$ cat config.mk
export PLATFORM = sky130hd
export DESIGN_NAME = can_crc_check
export DESIGN_NICKNAME = d
export VERILOG_FILES = /design/src/rtl/can_pkg.sv /design/src/rtl/can_crc15_step.sv /design/src/rtl/can_crc_check.sv
export SDC_FILE = /design/constraint.sdc
export NUM_CORES = 1
export LEC_CHECK = 0
export CORE_MARGIN = 8
export CORE_UTILIZATION = 50
export CTS_BUF_LIST = sky130_fd_sc_hd__clkbuf_8 sky130_fd_sc_hd__clkbuf_16
export DETAILED_ROUTE_END_ITERATION = 6
export DONT_BUFFER_PORTS = 1
export PLACE_DENSITY = 0.66
export SYNTH_ARGS = -nofsm -noshare
export SYNTH_HDL_FRONTEND = slang
export SYNTH_SLANG_ARGS = --single-unit
$ cat constraint.sdc
create_clock -name clk -period 2.9 [get_ports clk]
set_input_delay 0.29 -clock clk [delete_from_list [all_inputs] [get_ports clk]]
set_output_delay 0.29 -clock clk [all_outputs]
set_load 0.005 [all_outputs]
$ cat src/rtl/can_pkg.sv
// Shared CAN definitions: CRC-15 constants and
// receive CRC checker state encoding.
package can_pkg;

  localparam int CAN_CRC_W = 15;
  localparam logic [CAN_CRC_W-1:0] CAN_CRC_POLY = 15'h4599;

  typedef enum logic [1:0] {
    CRC_IDLE,
    CRC_CALC,
    CRC_CRCF,
    CRC_DELIM
  } crc_state_e;

endpackage

$ cat src/rtl/can_crc15_step.sv
// Single-bit CRC-15 LFSR update, shared by the
// transmit and receive CRC paths.
module can_crc15_step
  import can_pkg::*;
#(
  parameter logic [CAN_CRC_W-1:0] POLY = CAN_CRC_POLY
) (
  input  logic [CAN_CRC_W-1:0] lfsr,
  input  logic                 bit_in,
  output logic [CAN_CRC_W-1:0] lfsr_next
);

  logic fb;

  always_comb begin
    fb = bit_in ^ lfsr[CAN_CRC_W-1];
    lfsr_next = {lfsr[CAN_CRC_W-2:0], 1'b0};
    if (fb) lfsr_next = lfsr_next ^ POLY;
  end

endmodule

$ cat src/rtl/can_crc_check.sv
// Receive-side CRC-15 checker: runs the LFSR over the
// covered field, then compares the received CRC field.
module can_crc_check
  import can_pkg::*;
#(
  parameter logic [CAN_CRC_W-1:0] POLY = CAN_CRC_POLY,
  parameter logic [CAN_CRC_W-1:0] INIT = '0,
  parameter int LEN_W = 7
) (
  input  logic                 clk,
  input  logic                 rst_n,
  input  logic                 start,
  input  logic [LEN_W-1:0]     len,
  input  logic                 bit_valid,
  input  logic                 bit_in,
  input  logic                 abort,
  output logic                 busy,
  output logic                 done,
  output logic                 crc_ok,
  output logic                 crc_err,
  output logic                 form_err,
  output logic [CAN_CRC_W-1:0] crc_calc
);

  // Counter must also reach 14 while in the CRC field
  localparam int CNT_W = (LEN_W > 4) ? LEN_W : 4;

  crc_state_e           state;
  logic [CAN_CRC_W-1:0] lfsr;
  logic [CAN_CRC_W-1:0] lfsr_nxt;
  logic [CAN_CRC_W-1:0] rx_crc;
  logic [LEN_W-1:0]     len_q;
  logic [CNT_W-1:0]     cnt;
  logic [CNT_W-1:0]     cnt_nxt;

  can_crc15_step #(
    .POLY (POLY)
  ) u_step (
    .lfsr      (lfsr),
    .bit_in    (bit_in),
    .lfsr_next (lfsr_nxt)
  );

  assign cnt_nxt  = cnt + CNT_W'(1);
  assign crc_calc = lfsr;

  always_ff @(posedge clk or negedge rst_n) begin
    if (!rst_n) begin
      state    <= CRC_IDLE;
      lfsr     <= INIT;
      rx_crc   <= '0;
      len_q    <= '0;
      cnt      <= '0;
      busy     <= 1'b0;
      done     <= 1'b0;
      crc_ok   <= 1'b0;
      crc_err  <= 1'b0;
      form_err <= 1'b0;
    end else begin
      done <= 1'b0;
      if (abort) begin
        state    <= CRC_IDLE;
        busy     <= 1'b0;
        crc_ok   <= 1'b0;
        crc_err  <= 1'b0;
        form_err <= 1'b0;
      end else if (start) begin
        lfsr     <= INIT;
        cnt      <= '0;
        len_q    <= len;
        rx_crc   <= '0;
        busy     <= 1'b1;
        crc_ok   <= 1'b0;
        crc_err  <= 1'b0;
        form_err <= 1'b0;
        state    <= (len == '0) ? CRC_CRCF : CRC_CALC;
      end else if (bit_valid) begin
        unique case (state)
          CRC_IDLE: ;
          CRC_CALC: begin
            lfsr <= lfsr_nxt;
            if (cnt_nxt == CNT_W'(len_q)) begin
              cnt   <= '0;
              state <= CRC_CRCF;
            end else begin
              cnt <= cnt_nxt;
            end
          end
          CRC_CRCF: begin
            rx_crc <= {rx_crc[CAN_CRC_W-2:0], bit_in};
            cnt    <= cnt_nxt;
            if (cnt == CNT_W'(CAN_CRC_W - 1)) state <= CRC_DELIM;
          end
          CRC_DELIM: begin
            crc_ok   <= (rx_crc == lfsr);
            crc_err  <= (rx_crc != lfsr);
            form_err <= ~bit_in;
            done     <= 1'b1;
            busy     <= 1'b0;
            state    <= CRC_IDLE;
          end
        endcase
      end
    end
  end

endmodule

==> flow_summary.yaml <==
sta:
  hold_ws_ps: 35.93
  fin_skew_ps: 10.71
  max_freq_ghz: 0.3808
  fin_crit_ps: 2626
  max-slew-margin-rel_pct: 22.25
  setup_viol: 0
  finalSetupTns_ps: 0
  drv_slew: 0
  finalHoldViolCount: 0
  rsz0062_at_grt: "false"
  worst_slew_pin_slew_ps: 1162
  finalCritPeriodShare_pct: 90.55
yosys:
  synth_compound_area_share_pct: 18.09
  synth_edf_count: 0
  synth_cell_type_count: 35
  synthArstFlopShare_pct: 100.0
  ys_ff_latch: 51
  yosys_warnings: 0
  synthDominantCellAreaShare_pct: 50.70
  synth_top_family_by_area: "compound AO/OA/AOI/OAI gates"
  netlist_instances: 217
  synth-xor-area-share_pct: 12.18
  synth.area.mux_share_pct: 3.976
  yosys.area_share.adder_pct: 3.479
  yosysTopAreaCell: "dfrtp_1"
  synth_nets: 237
  ys.flop_type: "dfrtp_1"
  seq_area_frac_synth_pct: 50.70
  syn_area_sq_um: 2517
  yosys.area_share.simple_pct: 9.543
  synthTopCellsByCount: "dfrtp_1, a22o_1, xor2_1"
  yosysMostFrequentCell: "dfrtp_1"
  synth.avg_cell_area_sq_um: 11.60
  synth_area_leaders: "dfrtp_1, a22o_1, xor2_1"
placement:
  place_congestion: 0.7980
  port_buffers: 0
  dp_hpwl_microns: 3865
  post-place-cells: 278
cts:
  htree_levels: 2
  cts_tree: "done"
  clockRootBuffer: "clkbuf_8"
  cts_sinks: 51
  cts_made_buffers: 5
  worstSkewPairLatency_ps: 320
  clk_pin_slew_ps: 90
  clockBufferDepth: 2
grt:
  grt_usage_pct: 15.95
  grt_pass1_vias: 1795
  grt_start_max_net_pins: 52
  grt.overflow.total: 0
  antenna_found_initial: 0
  grt_first_pass_wirelength_microns: 9370
pwr:
  p_sw_share_pct: 24.92
  pwr-share-comb_pct: 10.6
  p_per_area_nw_per_um2: 562.3
  p_clk_share_pct: 39.3
  peakVddDrop_mv: 0.2750
  p_int_mw: 1.161
  p_leak_nw: 1.325
  pwr-share-seq_pct: 50.1
  p_sw_mw: 0.3854
floorplan:
  num_rows: 26
  die_area_sq_um: 7561
  die_h_microns: 86.96
  io_pins: 33
  coreArea_sq_um: 4977
  start_util_pct: 50.58
  die_x_microns: 86.96
route:
  drc: 0
  dr.pass1.iters: 4
  drt-initial-drc-count: 100
  ant_nets: 0
  wirelength_microns: 5526
  vias: 1687
  vias_per_cell: 5.858
  drt-wirelength-per-cell_microns: 19.19
run_status:
  outcome: "finished clean"
finish:
  fin_cells: 288
  antenna_cells: 0
  layout-drive-gt1-share_pct: 11.93
  synthToLayoutAreaGrowth_pct: 9.245
  finish.utilization_pct: 55.25
  fin_nets: 237
setup_path:
  endpoint_kind: "flip-flop"
  cp_slowest_cell: "o41ai_4"
  cp.arrival_ps: 2830
  critPathKind: "flip-flop to flip-flop"
  worstPathCellList: "nand3_2, or3_1, a2111o_1, o41ai_4, nor2_1, a211o_1"
  cp_max_fo: 9
  cp_top_family: "compound AO/OA/AOI/OAI gates"
  crit_path_start_kind: "flip-flop"
  cp_slowest_stage_delay_ps: 620
  timing.critical_path.buf_inv: 0
  critPathRequiredTime_ps: 3100
min_path:
  hold_class: "input pin to flip-flop"
run:
  maxCapViolCount: 0
path summary, 6_finish.rpt:
| path | startpoint | end | slack [ps] | depth (start not counted) |
|---|---|---|---|---|
| setup / recovery | cnt[2] | cnt[6] | 270 | 6 |
| hold / removal | abort | busy | 40 | 1 |
| setup reg to reg | cnt[2] | cnt[6] | 270 | 6 |
| hold reg to reg | rx_crc[4] | rx_crc[5] | 550 | 1 |
| max in group asynchronous | rst_n | crc_calc[0] | 2170 | 2 |
| min in group asynchronous | rst_n | crc_calc[12] | 500 | 2 |
power groups by stage:
stage,Clock [mW],Sequential [mW],Combinational [mW]
after floorplan,0,0.777,0.119
after global placement,0,0.788,0.137
after detailed placement,0,0.790,0.143
after CTS,0.614,0.776,0.164
after global routing,0.644,0.780,0.182
final,0.607,0.775,0.164
per-stage QoR:
stage / total power [mW] / instance area, sq um / setup slack [ps]
after floorplan: 0.8954 / 2517 / 603.8
after global placement: 0.9246 / 2572 / 464.3
after detailed placement: 0.9331 / 2572 / 330.7
after CTS: 1.553 / 2750 / 291.9
after global routing: 1.607 / 2750 / 146.9
final: 1.546 / 2750 / 274.1
layer usage:
layer / wire (microns) / GRT usage [%]
met1: 2561 / 21.15
met2: 2525 / 23.94
met3: 344 / 5.000
met4: 95 / 5.321
met5: 0 / 0
logic make-up after synthesis:
kind of cell / Yosys count
flip-flops: 51
AO/OA/AOI/OAI: 57
XOR/XNOR: 35
adder cells (fa/ha/maj): 7
AND/OR/NAND/NOR: 45
multiplexers: 9
buffers and inverters: 13
timing repair:
action / CTS / global route
hold buffers: 2 / 0
resized for setup: 0 / 0
buffers inserted: 0 / 0
endpoints found under the hold margin: 51 / 0
cell usage in the layout, fill, tap and decap left out, types with 2 or more instances in the layout:
cell type,Yosys,routed
o31ai_1,2,2
bufinv_16,0,2
xnor2_1,11,11
or2_2,3,3
o21ai_0,6,6
nor4_1,5,5
a21o_1,4,4
dfrtp_1,51,51
inv_1,3,3
xor2_1,24,24
a22o_1,30,30
a211o_1,2,2
mux2_2,8,8
nor3b_1,2,2
a21oi_1,9,9
nor2_1,11,11
nand2_1,11,11
ha_1,7,7
nand3_1,3,3
clkbuf_8,0,5
cell type report:
class	instances	area [sq um]
Timing Repair Buffer	3	45.04
Inverter	3	11.26
Fill cell	440	2227
Sequential cell	51	1276
Multi-Input combinational cell	153	1190
Clock buffer	5	68.82
Clock inverter	3	71.32
Tap cell	70	87.58
state kept, by name, indices dropped and copies added (netlist names):
register and flops:
len_q 7, cnt 7, crc_ok 1, done 1, form_err 1, crc_err 1, busy 1, state 2
rx_crc 15, crc_calc 15
(Power assumes the default switching activity.)
